$ cat src/rtl/fetch_pkg.sv
// Shared types and constants for the fetch response stage (inst_buffer and its queues).
package fetch_pkg;

   localparam int FETCH_XLEN = 64;
   localparam int FETCH_ILEN = 32;

   localparam logic [1:0] RESP_OKAY = 2'b00;

   typedef struct packed {
      logic                  stale;
      logic [FETCH_XLEN-1:0] pc;
   } pcq_entry_t;

   typedef struct packed {
      logic [FETCH_XLEN-1:0] pc;
      logic [FETCH_ILEN-1:0] instr;
      logic                  fault;
   } ibuf_entry_t;

endpackage

$ cat src/rtl/sync_fifo.sv
// Synchronous circular FIFO with count, clear, and an optional stale-mark-all hook on the entry MSB.
module sync_fifo #(
   parameter int WIDTH    = 8,
   parameter int DEPTH    = 4,
   parameter bit STALE_EN = 1'b0
) (
   input  logic                     clk,
   input  logic                     rstn,
   input  logic                     push,
   input  logic [WIDTH-1:0]         push_data,
   input  logic                     pop,
   input  logic                     clear,
   input  logic                     mark_stale,
   output logic [WIDTH-1:0]         head,
   output logic                     full,
   output logic                     empty,
   output logic [$clog2(DEPTH):0]   count,
   output logic [$clog2(DEPTH):0]   count_nxt
);

   localparam int AW = $clog2(DEPTH);
   localparam int CW = AW + 1;

   logic [WIDTH-1:0] mem_q [DEPTH];
   logic [WIDTH-1:0] mem_d [DEPTH];
   logic [DEPTH-1:0] stale_q, stale_d;
   logic [AW-1:0]    rd_q, rd_d, wr_q, wr_d;
   logic [CW-1:0]    cnt_q, cnt_d;
   logic             do_push, do_pop;

   assign empty     = (cnt_q == '0);
   assign full      = (cnt_q == CW'(DEPTH));
   assign count     = cnt_q;
   assign count_nxt = cnt_d;
   assign do_pop    = pop && !empty;
   assign do_push   = push && (!full || do_pop);

   // NOTE: every always_comb output gets a default first so no path can infer a latch.
   always_comb begin
      mem_d   = mem_q;
      stale_d = stale_q;
      rd_d    = rd_q;
      wr_d    = wr_q;
      cnt_d   = cnt_q;
      if (clear) begin
         rd_d  = '0;
         wr_d  = '0;
         cnt_d = '0;
      end else begin
         if (do_push) begin
            mem_d[wr_q]   = push_data;
            stale_d[wr_q] = push_data[WIDTH-1];
            wr_d          = wr_q + AW'(1);
         end
         if (do_pop) begin
            rd_d = rd_q + AW'(1);
         end
         cnt_d = cnt_q + CW'(do_push) - CW'(do_pop);
      end
      // Marking after the write covers an entry pushed in the same cycle.
      if (mark_stale) begin
         stale_d = '1;
      end
   end

   // NOTE: sequential state is assigned only with <= so every flop sees pre-edge values.
   always_ff @(posedge clk) begin
      if (!rstn) begin
         rd_q    <= '0;
         wr_q    <= '0;
         cnt_q   <= '0;
         stale_q <= '0;
      end else begin
         rd_q    <= rd_d;
         wr_q    <= wr_d;
         cnt_q   <= cnt_d;
         stale_q <= stale_d;
      end
   end

   // NOTE: the storage array is deliberately not reset; occupancy is tracked by the pointers.
   always_ff @(posedge clk) begin
      mem_q <= mem_d;
   end

   always_comb begin
      head = mem_q[rd_q];
      if (STALE_EN) begin
         head[WIDTH-1] = stale_q[rd_q];
      end
   end

endmodule

$ cat src/rtl/inst_buffer.sv
// Fetch response stage: pairs AR PCs with R beats and queues {pc, instr, fault} for decode.
// Optional INST_BUFFER_BYPASS_EN: a live beat with an empty queue and a ready decoder goes straight out.
module inst_buffer
   import fetch_pkg::*;
#(
   parameter int XLEN  = FETCH_XLEN,
   parameter int ILEN  = FETCH_ILEN,
   parameter int DEPTH = 4
) (
   input  logic            clk,
   input  logic            rstn,
   input  logic            i_ar_fire,
   input  logic [XLEN-1:0] i_ar_addr,
   input  logic            i_rvalid,
   output logic            o_rready,
   input  logic [XLEN-1:0] i_rdata,
   input  logic [1:0]      i_rresp,
   input  logic            i_flush,
   output logic            o_halt_n,
   output logic            o_valid,
   input  logic            i_ready,
   output logic [XLEN-1:0] o_pc,
   output logic [ILEN-1:0] o_instr,
   output logic            o_fault
);

   localparam int CW = $clog2(DEPTH) + 1;
   localparam int OW = CW + 1;

   pcq_entry_t  pcq_push_data, pcq_head;
   ibuf_entry_t beat, ifq_head;
   logic        pcq_full, pcq_empty, ifq_full, ifq_empty;
   logic [CW-1:0] pcq_count, pcq_count_nxt, ifq_count, ifq_count_nxt;
   logic [OW-1:0] occ_nxt;
   logic        head_stale, r_fire, live_beat, bypass_take, ifq_push, ifq_pop;
   logic        halt_n_q, halt_n_d;
   logic        unused_rdata;

   assign unused_rdata = ^i_rdata[XLEN-1:ILEN];

   assign pcq_push_data = '{stale: 1'b0, pc: i_ar_addr};

   sync_fifo #(.WIDTH($bits(pcq_entry_t)), .DEPTH(DEPTH), .STALE_EN(1'b1)) u_pcq (
      .clk        (clk),
      .rstn       (rstn),
      .push       (i_ar_fire),
      .push_data  (pcq_push_data),
      .pop        (r_fire),
      .clear      (1'b0),
      .mark_stale (i_flush),
      .head       (pcq_head),
      .full       (pcq_full),
      .empty      (pcq_empty),
      .count      (pcq_count),
      .count_nxt  (pcq_count_nxt)
   );

   sync_fifo #(.WIDTH($bits(ibuf_entry_t)), .DEPTH(DEPTH), .STALE_EN(1'b0)) u_ifq (
      .clk        (clk),
      .rstn       (rstn),
      .push       (ifq_push),
      .push_data  (beat),
      .pop        (ifq_pop),
      .clear      (i_flush),
      .mark_stale (1'b0),
      .head       (ifq_head),
      .full       (ifq_full),
      .empty      (ifq_empty),
      .count      (ifq_count),
      .count_nxt  (ifq_count_nxt)
   );

   always_comb begin
      head_stale = !pcq_empty && pcq_head.stale;
`ifdef INST_BUFFER_BYPASS_EN
      o_rready    = head_stale || !ifq_full || i_ready;
`else
      o_rready    = head_stale || !ifq_full;
`endif
      r_fire      = i_rvalid && o_rready;
      live_beat   = r_fire && !head_stale && !i_flush;
      beat        = '{pc: pcq_head.pc, instr: i_rdata[ILEN-1:0], fault: (i_rresp != RESP_OKAY)};
`ifdef INST_BUFFER_BYPASS_EN
      bypass_take = live_beat && ifq_empty && i_ready;
`else
      bypass_take = 1'b0;
`endif
      ifq_push    = live_beat && !bypass_take;
      ifq_pop     = !ifq_empty && i_ready && !i_flush;

      o_valid = 1'b0;
      o_pc    = '0;
      o_instr = '0;
      o_fault = 1'b0;
      if (bypass_take) begin
         o_valid = 1'b1;
         o_pc    = beat.pc;
         o_instr = beat.instr;
         o_fault = beat.fault;
      end else if (!ifq_empty) begin
         o_valid = 1'b1;
         o_pc    = ifq_head.pc;
         o_instr = ifq_head.instr;
         o_fault = ifq_head.fault;
      end

      // Two free entries are kept for ARs already in flight in the fetch pipeline.
      occ_nxt  = {1'b0, pcq_count_nxt} + {1'b0, ifq_count_nxt};
      halt_n_d = (occ_nxt <= OW'(DEPTH - 2));
   end

   always_ff @(posedge clk) begin
      if (!rstn) begin
         halt_n_q <= 1'b1;
      end else begin
         halt_n_q <= halt_n_d;
      end
   end

   assign o_halt_n = halt_n_q;

   a_ar_when_full: assert property (@(posedge clk) disable iff (!rstn)
      !(i_ar_fire && pcq_full && !r_fire));

   a_r_when_empty: assert property (@(posedge clk) disable iff (!rstn)
      !(i_rvalid && pcq_empty));

   logic unused_counts;
   assign unused_counts = ^{pcq_count, ifq_count};

endmodule
$ cat config.mk
export PLATFORM = sky130hd
export DESIGN_NAME = inst_buffer
export DESIGN_NICKNAME = d
export VERILOG_FILES = /design/src/rtl/fetch_pkg.sv /design/src/rtl/sync_fifo.sv /design/src/rtl/inst_buffer.sv
export SDC_FILE = /design/constraint.sdc
export NUM_CORES = 1
export LEC_CHECK = 0
export CORE_UTILIZATION = 55
export CTS_BUF_LIST = sky130_fd_sc_hd__clkbuf_8
export DETAILED_ROUTE_END_ITERATION = 6
export HOLD_SLACK_MARGIN = 0.03
export PLACE_DENSITY_LB_ADDON = 0.15
export SLEW_MARGIN = 20
export SYNTH_ARGS = -nofsm -noshare
export SYNTH_HDL_FRONTEND = slang
export SYNTH_SLANG_ARGS = --single-unit
$ cat constraint.sdc
create_clock -name clk -period 6.1 [get_ports clk]
set_input_delay 0.61 -clock clk [delete_from_list [all_inputs] [get_ports clk]]
set_output_delay 0.61 -clock clk [all_outputs]
set_load 0.005 [all_outputs]
* After elaboration in Yosys (flattened, before gate mapping) *
Cells that the tools add are included.

storage, ports and cells
  bits of input ports = 136
  register bits after elaboration = 667
  word-level logic and storage cells = 96
  output and inout port bits = 100

operators by class
  equality and inequality tests = 2
  mux-type cells = 23
  bitwise logic cells = 8
  $lt $le $gt $ge = 10
  add/sub/neg operators = 9
  reductions and logical operators = 28

operator list
  operator                                                    number
  bitwise mux 388 bit                                         1
  2-to-1 mux 97 bit                                           3
  bitwise mux 260 bit                                         1
  binary-select mux 97 bit (select 2 bit)                     1
  demux 97 bit (select 2 bit)                                 1
  2-to-1 mux 64 bit                                           3
  binary-select mux 65 bit (select 2 bit)                     1
  demux 65 bit (select 2 bit)                                 1
  2-to-1 mux 65 bit                                           1
  2-to-1 mux 32 bit                                           1
  logical AND 1 bit                                           13
  >= comparator 3 bit, second input constant                  4
  inverter 2 -> 3 bit                                         4
  adder 2 x 1 -> 2 bit, second input constant                 4
  2-to-1 mux 4 bit                                            2
  adder 3 x 1 -> 3 bit                                        2
  == test 3 bit, second input constant                        2
  zero test 1 bit                                             6
  zero test 3 bit                                             2
  less-than comparator 2 x 3 -> 1 bit, second input constant  2
  less-than comparator 3 x 1 -> 1 bit, second input constant  2
  subtractor 3 x 1 -> 3 bit                                   2
  adder 3 x 3 -> 4 bit                                        1
  AND 4 bit                                                   1
  other kinds (12)                                            19

* Depth between registers and ports, before layout *
Gate-level depths: netlist of run 1.

  depth after elaboration = 13
  mapped depth = 13

* Modules after synthesis *
From an unflattened synthesis of run 1, not the netlist that was laid out.

unflattened totals
  cells, all modules = 1096
  area, all modules = 25199.2 um^2

modules (own cells, without submodules)
  module             cells each  times used  seq. area each (um^2)  area an instance (um^2)
  sync_fifo (u_ifq)  560         1           11791.3                14420.1
  sync_fifo (u_pcq)  408         1           7907.6                 9919.5
  inst_buffer        128         1           20.0                   859.6

* Worst setup path after synthesis of run 1 *
OpenSTA, ideal clock, no wires.

  path type = register -> register
  from = register u_pcq.rd_q[0]
  to = register u_ifq.mem_q[0] (netlist name), enable pin
  clock period less this slack = 4.180 ns
  arrival time = 3.713 ns
  setup slack = 1.920 ns
  buffers on the path = 1
  setup time = 0.467 ns
  stages on the path, launching flop included = 5
  cells stage by stage = dfxtp_1 buf_6 mux4_2 a221oi_2 and2_1

on the way
  cells in the longest elaborated chain, start to end = 9
  elaborated cells on any way between the ends = 10
  those cells by class = 2 x mux; 8 x reduce/logical

ends and longest elaborated chain
  element                                     RTL line           text
  start, declared                             sync_fifo.sv:27    logic [AW-1:0] rd_q, rd_d, wr_q, wr_d;
  start signal, assigned                      sync_fifo.sv:74    rd_q <= rd_d;
  binary-select mux 1 bit (select 2 bit) (*)  sync_fifo.sv:89    head[WIDTH-1] = stale_q[rd_q];
  2-to-1 mux 1 bit (not written as such) (*)  sync_fifo.sv:89
  logical AND 1 bit (*)                       inst_buffer.sv:74  head_stale = !pcq_empty && pcq_head.stale;
  logical OR 1 bit                            inst_buffer.sv:78  o_rready = head_stale || !ifq_full;
  logical AND 1 bit                           inst_buffer.sv:80  r_fire = i_rvalid && o_rready;
  logical AND 1 bit (*) (2 in series)         inst_buffer.sv:81  live_beat = r_fire && !head_stale && !i_flush;
  logical AND 1 bit (*)                       sync_fifo.sv:36    assign do_push = push && (!full || do_pop);
  named net u_ifq.do_push                     sync_fifo.sv:29    logic do_push, do_pop;
  AND reduction 2 bit (no line) (*)           n/a
  end signal, assigned                        sync_fifo.sv:83    mem_q <= mem_d;
  end, declared                               sync_fifo.sv:24    logic [WIDTH-1:0] mem_q [DEPTH];

Mark *: on every way through the listed nets, which the timed path passes. The rest lies on a longest branch. The select of a mux whose other input is x is not followed.
A chain may end at the register's enable or synchronous reset.

* Worst setup path in the final report of run 1 *
  from = register u_ifq.cnt_q[2] (netlist: u_ifq.count[2])
  to = output port o_pc[56]

on the way
  cells in the longest elaborated chain, start to end = 2

ends and longest elaborated chain
  element                 RTL line            text
  start, declared         sync_fifo.sv:28     logic [CW-1:0] cnt_q, cnt_d;
  start signal, assigned  sync_fifo.sv:76     cnt_q <= cnt_d;
  zero test 3 bit         sync_fifo.sv:31     assign empty = (cnt_q == '0);
  2-to-1 mux 64 bit       inst_buffer.sv:100  end else if (!ifq_empty) begin
  end, declared           inst_buffer.sv:22   output logic [XLEN-1:0] o_pc,

Every way passes these cells.

==> metrics, run 1 <==
GRT overflow=0; residual DRC count=0; Least-Margin Pin Slew=between 1 and 1.5 ns; max-slew violations=0; Min Clock Period, post-route=4.294 ns; total CTS buffers=slightly above 100; Syn-to-layout area delta=18.14%; I/O pin cnt=236; proportion of layout cells with a drive suffix above 1=21.76%; CP Cell Sequence=nor3_1 > clkinv_2 > buf_4 > and2_1 > clkdlybuf4s50_1; I/O Buffers=203; CP Launch Type=register; total area of sequential cells=approximately 0.02 sq mm; NumNets Final=1,505; initial antenna violation count=5; status=completed; Max Cap Violations=0; Max Clk Rate=roughly 230 MHz; first-pass GRT wire length=71,090 microns; H-Tree Depth=3; Sink Count=approximately 660; setup TNS=0 ns; Required @ worst endpoint=5.49 ns; clock root buffer=clkbuf_8; total die area=approximately 0.046 sq mm; Hold Path Class=register to register; vias per cell=between 5 and 6; critical path's largest stage delay=0.82 ns; area of the multi-input gates=approximately 0.005 sq mm; Starting Density=a little under three fifths; Max transition margin=29.10%; Routed WL=46,080 microns; Critical Path Sink Type=primary output; mean area per synthesized cell=23.14 sq um; postcts setup bufs=0; crit-path max FO=52; CTS resizes=0; Syn. warnings=0; final-report hold violation count=0; crit path DAT=3.68 ns; Post-DRT Antenna Nets=0; Worst Skew=0.02321 ns; Syn Std Cell Area=0.02500 sq mm; Synth Register Bits=663; CTS tree=yes; Cells after Synth=roughly 1.1k; die height=215.2 microns; largest net degree at the start of global routing=64; hold_buf cts=0; Routability Congestion=about 0.7; std cell rows=77; Core ar.=0.04451 sq mm; final setup fails=0; RSZ-0062 raised after global routing=false; Pwr per Cell Area=roughly 340 mW/mm^2; fin crit share=70.39%; maximum vdd drop=around 0.00017 V; worst setup path category=register to primary output; Die W=between 200 and 250 microns; DR iter-0 viols=757; Yosys cell types=34; Seq/Total Area, Yosys=78.89%; Via Count=11.36k; GR Util All Layers=about a fifth; Filler cells=2,963; P_leak=9.362 nW; clock-pin slew on the worst setup and hold paths=0.07 ns; drt pass-1 iters=5; critical path's slowest cell=clkinv_2; Post-Route Utilization=66.34%; vias in the first global route=roughly 12k; DP HPWL=25,690 microns; Clock Latency Late Sink=0.66 ns; syn nets=between 1k and 1.5k; CTS max path bufs=3; Wirelength per Cell=about 23 microns
routing by layer:
| layer | GRT usage (%) | share of wire (%) | up-vias |
|---|---|---|---|
| li1 | - | - | 5019 |
| met1 | 27.20 | 42 | 5962 |
| met2 | 34.53 | 51 | 315 |
| met3 | 4.515 | 5.5 | 58 |
| met4 | 6.454 | 1.6 | 6 |
| met5 | 0 | 0.080 | - |
stage by stage:
| stage | power [mW] | cells | hold WS [ns] | instance area (sq um) | worst slack (ns) |
|---|---|---|---|---|---|
| floorplan | 6.416 | 1080 | 0.4677 | 25000 | 1.920 |
| global placement | 6.828 | 1839 | 0.4825 | 27750 | 2.144 |
| detailed placement | 6.881 | 1839 | 0.4968 | 27750 | 2.117 |
| CTS | 10.10 | 2021 | 0.5068 | 29530 | 1.673 |
| global route | 10.41 | 2022 | 0.5278 | 29530 | 1.399 |
| finish | 9.978 | 2022 | 0.5013 | 29530 | 1.806 |
layout make-up:
class / instances / area share, %
flip-flops and latches: 663 / 66.83
multi-input cells: 352 / 16.99
repair buffers: 218 / 7.474
clock buffers: 102 / 4.754
well taps: 592 / 2.508
clock inverters: 80 / 1.254
inverters: 14 / 0.1822
diodes: 1 / 0.008474
report_power, final:
group	total, mW	switching [mW]	leakage, nW	internal [mW]
clock network	3.21	1.61	1.00	1.60
logic	1.19	0.589	2.34	0.600
registers	5.58	0.123	6.02	5.45
total	9.98	2.32	9.36	7.65
cell usage in the layout, fill, tap and decap left out, types with 2 or more instances in the layout:
cell / instances
clkinvlp_4: 5
nor2b_1: 2
or3b_2: 2
a21o_1: 2
ha_1: 15
nand2_1: 11
nor2_1: 5
fa_1: 3
edfxtp_1: 644
clkbuf_8: 102
mux4_2: 162
nand2b_1: 4
a21oi_1: 4
and2_1: 104
buf_4: 10
a31oi_1: 4
inv_1: 43
and2_4: 8
or3_1: 2
mux2i_1: 6
clkinv_1: 36
clkdlybuf4s50_1: 203
dfxtp_1: 15
buf_12: 5
clkinv_2: 7
o21ai_0: 6
dfxtp_4: 4
Yosys cell counts:
library cell	count	area, sq um
nor2b_1	2	12.51
or4_1	1	7.510
nor3_1	1	5.000
or3b_2	2	17.52
nand2b_1	4	25.02
o211a_1	1	10.01
buf_6	2	22.52
nor2_1	5	18.77
fa_1	3	60.06
o21ai_0	6	30.03
xor2_1	1	8.760
a21oi_1	4	20.02
a221oi_2	1	15.01
or3_1	2	12.51
and2_1	112	700.7
o2111a_1	1	11.26
o311a_1	1	10.01
a21o_1	2	15.01
clkbuf_1	29	108.9
buf_1	3	11.26
or4b_2	1	10.01
o31ai_1	1	7.510
a31oi_1	4	25.02
ha_1	15	187.7
xnor2_1	1	8.760
dfxtp_1	19	380.4
edfxtp_1	644	19340
xnor3_1	1	22.52
nand2_1	11	41.29
or2_2	1	6.260
buf_2	17	85.08
mux2i_1	6	60.06
inv_1	14	52.55
mux4_2	162	3649
state kept, by name, summed over array words and instances, names as in the netlist:
register       count
u_ifq.mem_q      388
u_ifq.rd_q         2
u_ifq.wr_q         2
u_pcq.count        3
u_pcq.mem_q      256
u_pcq.wr_q         2
o_halt_n           1
u_ifq.count        3
u_pcq.stale_q      4
u_pcq.rd_q         2
cells by family (layout without fill, tap and decap cells):
| group | after synthesis | count (layout) | synth area share (%) |
|---|---|---|---|
| adders and majority gates | 18 | 18 | 0.9911 |
| other | 0 | 1 | 0 |
| muxes | 168 | 168 | 14.84 |
| DFF | 663 | 663 | 78.89 |
| xor gates and xnor gates | 3 | 3 | 0.1602 |
| buffers and inverters | 65 | 414 | 1.121 |
| and+or+nand+nor | 142 | 142 | 3.429 |
| AOI/OAI and AO/OA | 21 | 21 | 0.5756 |
path summary, 6_finish.rpt:
kind | from | endpoint | slack (ns) | cells after the start
hold / removal | u_ifq.wr_q[1] | u_ifq.wr_q[1] | 0.50 | 2
hold reg to reg | u_ifq.wr_q[1] | u_ifq.wr_q[1] | 0.50 | 2
setup / recovery | u_ifq.count[2] | o_pc[56] | 1.81 | 5
setup reg to reg | u_pcq.rd_q[0] | o_halt_n | 2.16 | 10
critical path, delay by kind of cell (launching register included):
kind	cells	cell delay [ns]
buffers and inverters	3	1.90
AND/OR/NAND/NOR	2	0.74
flip-flops	1	0.35
(Power assumes the default switching activity.)
==> run 2: changes to the inputs <==
==> constraint.sdc (replaced) <==
create_clock -name clk -period 4.07 [get_ports clk]
set_input_delay 0.407 -clock clk [delete_from_list [all_inputs] [get_ports clk]]
set_output_delay 0.407 -clock clk [all_outputs]
set_load 0.005 [all_outputs]
==> run 2 against run 1 <==
Compared with the run above: total power increased by 51%; final cell count is 1.1% higher; count of clock-buffer cells in the layout up 5; critical path depth stayed put; highest routed layer unchanged; clock power rose by 52%.
==> metrics, run 2 (synthesis results as in run 1) <==
status=completed; final hold slack=0.3835 ns (-0.1178 ns); CTS tree=yes; Core ar.=0.04451 sq mm (unchanged); Max Clk Rate=274.8 MHz; GR Util All Layers=21.43% (+0.82 points); CTS resizes=0 (unchanged); vias per cell=5.603 (-0.28%); largest net degree at the start of global routing=54 (-16%); Hold Path Class=input port to register; final-report hold violation count=0 (unchanged); overall power=15.07 mW (+51%); CTS max path bufs=3 (unchanged); std cell rows=77 (unchanged); most common cell after layout, fill and taps aside=edfxtp_1; postcts setup bufs=0 (unchanged); RSZ-0062 raised after global routing=false; NumNets Final=1,522 (+1.1%); crit-path max FO=24 (-54%); GRT overflow=0 (unchanged); Routability Congestion=0.7154 (+1.8%); DP HPWL=27,170 microns (+5.7%); H-Tree Depth=3 (unchanged); Via Count=11.45k (+0.81%); initial antenna violation count=4 (-1); DP Worst Slack=0.3510 ns (-1.766 ns); P_leak=9.576 nW (+2.3%); Required @ worst endpoint=3.66 ns (-1.83 ns); Top Registers=u_ifq.mem_q x388, u_pcq.mem_q x256, u_pcq.stale_q x4; final std cells w/o fill=2,044 (+1.1%); Critical Path Sink Type=primary output; maximum vdd drop=0.0003552 V (+100%); register with the most flip-flops=u_ifq.mem_q; Wirelength per Cell=23.39 microns (+2.6%); CP Launch Type=register; Max transition margin=33.83% (+4.7 points); proportion of layout cells with a drive suffix above 1=22.90% (+1.1 points); CP Cell Sequence=nor3_1 > clkinv_2 > buf_4 > and2_1 > clkdlybuf4s50_1; clock root buffer=clkbuf_8; total CTS buffers=102 (unchanged); I/O Buffers=203 (unchanged); I/O pin cnt=236 (unchanged); post-route setup slack=0.4308 ns (-1.375 ns); Die W=215.2 microns (unchanged); Post-DRT Antenna Nets=0 (unchanged); worst setup path category=register to primary output; Max Cap Violations=0 (unchanged); Least-Margin Pin Slew=0.9925 ns (-0.07105 ns); fin crit share=89.41%; Starting Density=56.16% (unchanged); clock-pin slew on the worst setup and hold paths=0.06 ns (about the same); first-pass GRT wire length=72,950 microns (+2.6%); residual DRC count=0 (unchanged); Routed WL=47,810 microns (+3.8%); crit path DAT=3.23 ns (-0.45 ns); Clock Latency Late Sink=0.66 ns (about the same); Worst Skew=0.02339 ns (+0.0001854 ns); setup TNS=0 ns (unchanged); die height=215.2 microns (unchanged); drt pass-1 iters=5 (unchanged); vias in the first global route=12.26k (+0.50%); hold_buf cts=0 (unchanged); max reg flops=388 (unchanged); Pwr per Cell Area=504.6 mW/mm^2 (+49%); Min Clock Period, post-route=3.639 ns; total die area=0.04630 sq mm (unchanged); critical path's slowest cell=clkinv_2; Syn-to-layout area delta=19.44%; final setup fails=0 (unchanged); critical path's largest stage delay=0.55 ns (-0.27 ns); Sink Count=663 (unchanged); placed insts=1,856 (+0.92%); most frequent cells in the layout=edfxtp_1 (644), clkdlybuf4s50_1 (203), mux4_2 (162); max-slew violations=0 (unchanged); DR iter-0 viols=716 (-5.4%)
run 2: changes by cell type in the layout (fill, tap and decap cells not counted), moves of 4 or more:
cell | before | now
clkbuf_8 | 102 | 107
inv_1 | 43 | 54
buf_4 | 10 | 15
clkinvlp_4 | 5 | 1
buf_12 | 5 | 17
clkinv_2 | 7 | 11
clkinv_1 | 36 | 25
run 2: final timing paths:
path / to / slack [ns] / depth (start not counted) / start
max: o_pc[62] / 0.43 / 5 / u_ifq.count[2]
min: u_pcq.mem_q[8] / 0.38 / 1 / i_ar_addr[8]
min reg2reg: u_ifq.wr_q[1] / 0.51 / 2 / u_ifq.wr_q[1]
max reg2reg: o_halt_n / 0.65 / 10 / u_pcq.rd_q[1]
run 2: where the power goes:
| part | switching, mW | total (mW) | leakage, nW | internal [mW] |
|---|---|---|---|---|
| registers | 0.109 | 8.28 | 6.02 | 8.17 |
| clock network | 2.40 | 4.88 | 1.09 | 2.48 |
| logic | 0.968 | 1.90 | 2.46 | 0.934 |
run 2: cell type report:
cell class | count | area [sq um]
timing repair buffer | 235 | 2485
fill | 2955 | 14660
clock buffer | 107 | 1473
tap | 592 | 740.7
antenna | 2 | 5.005
sequential | 663 | 19730
inverter | 14 | 53.80
clock inverter | 79 | 346.6
multi-input combinational | 352 | 5017
run 2: layer usage:
layer / global-route usage, % / part of all wire (%) / wire length [microns]
met1: 28.96 / 42 / 20280
met2: 35.03 / 50 / 23840
met3: 4.600 / 5.9 / 2822
met4: 7.281 / 1.8 / 838
met5: 0 / 0.056 / 27
run 2: worst max-delay path: cells and delay by family, from the launching register on:
kind | cells | cell delay, ns
buf+inv | 3 | 1.46
simple gates | 2 | 0.73
flops | 1 | 0.35
run 2: through the flow:
stage	utilization [%]	area, sq um
CTS	67.06	29850
global placement	62.98	28030
detailed placement	62.98	28030
finish	67.07	29850
floorplan	-	25000
global route	67.07	29850
==> run 3: changes to the inputs <==
--- a/config.mk
+++ b/config.mk
@@ -8,7 +8,7 @@
 export CORE_UTILIZATION = 55
 export CTS_BUF_LIST = sky130_fd_sc_hd__clkbuf_8
 export DETAILED_ROUTE_END_ITERATION = 6
-export HOLD_SLACK_MARGIN = 0.03
+export HOLD_SLACK_MARGIN = 0.12
 export PLACE_DENSITY_LB_ADDON = 0.15
 export SLEW_MARGIN = 20
 export SYNTH_ARGS = -nofsm -noshare
==> results of run 3 <==
The final DEF is identical to that of run 2; final timing and power are the same.
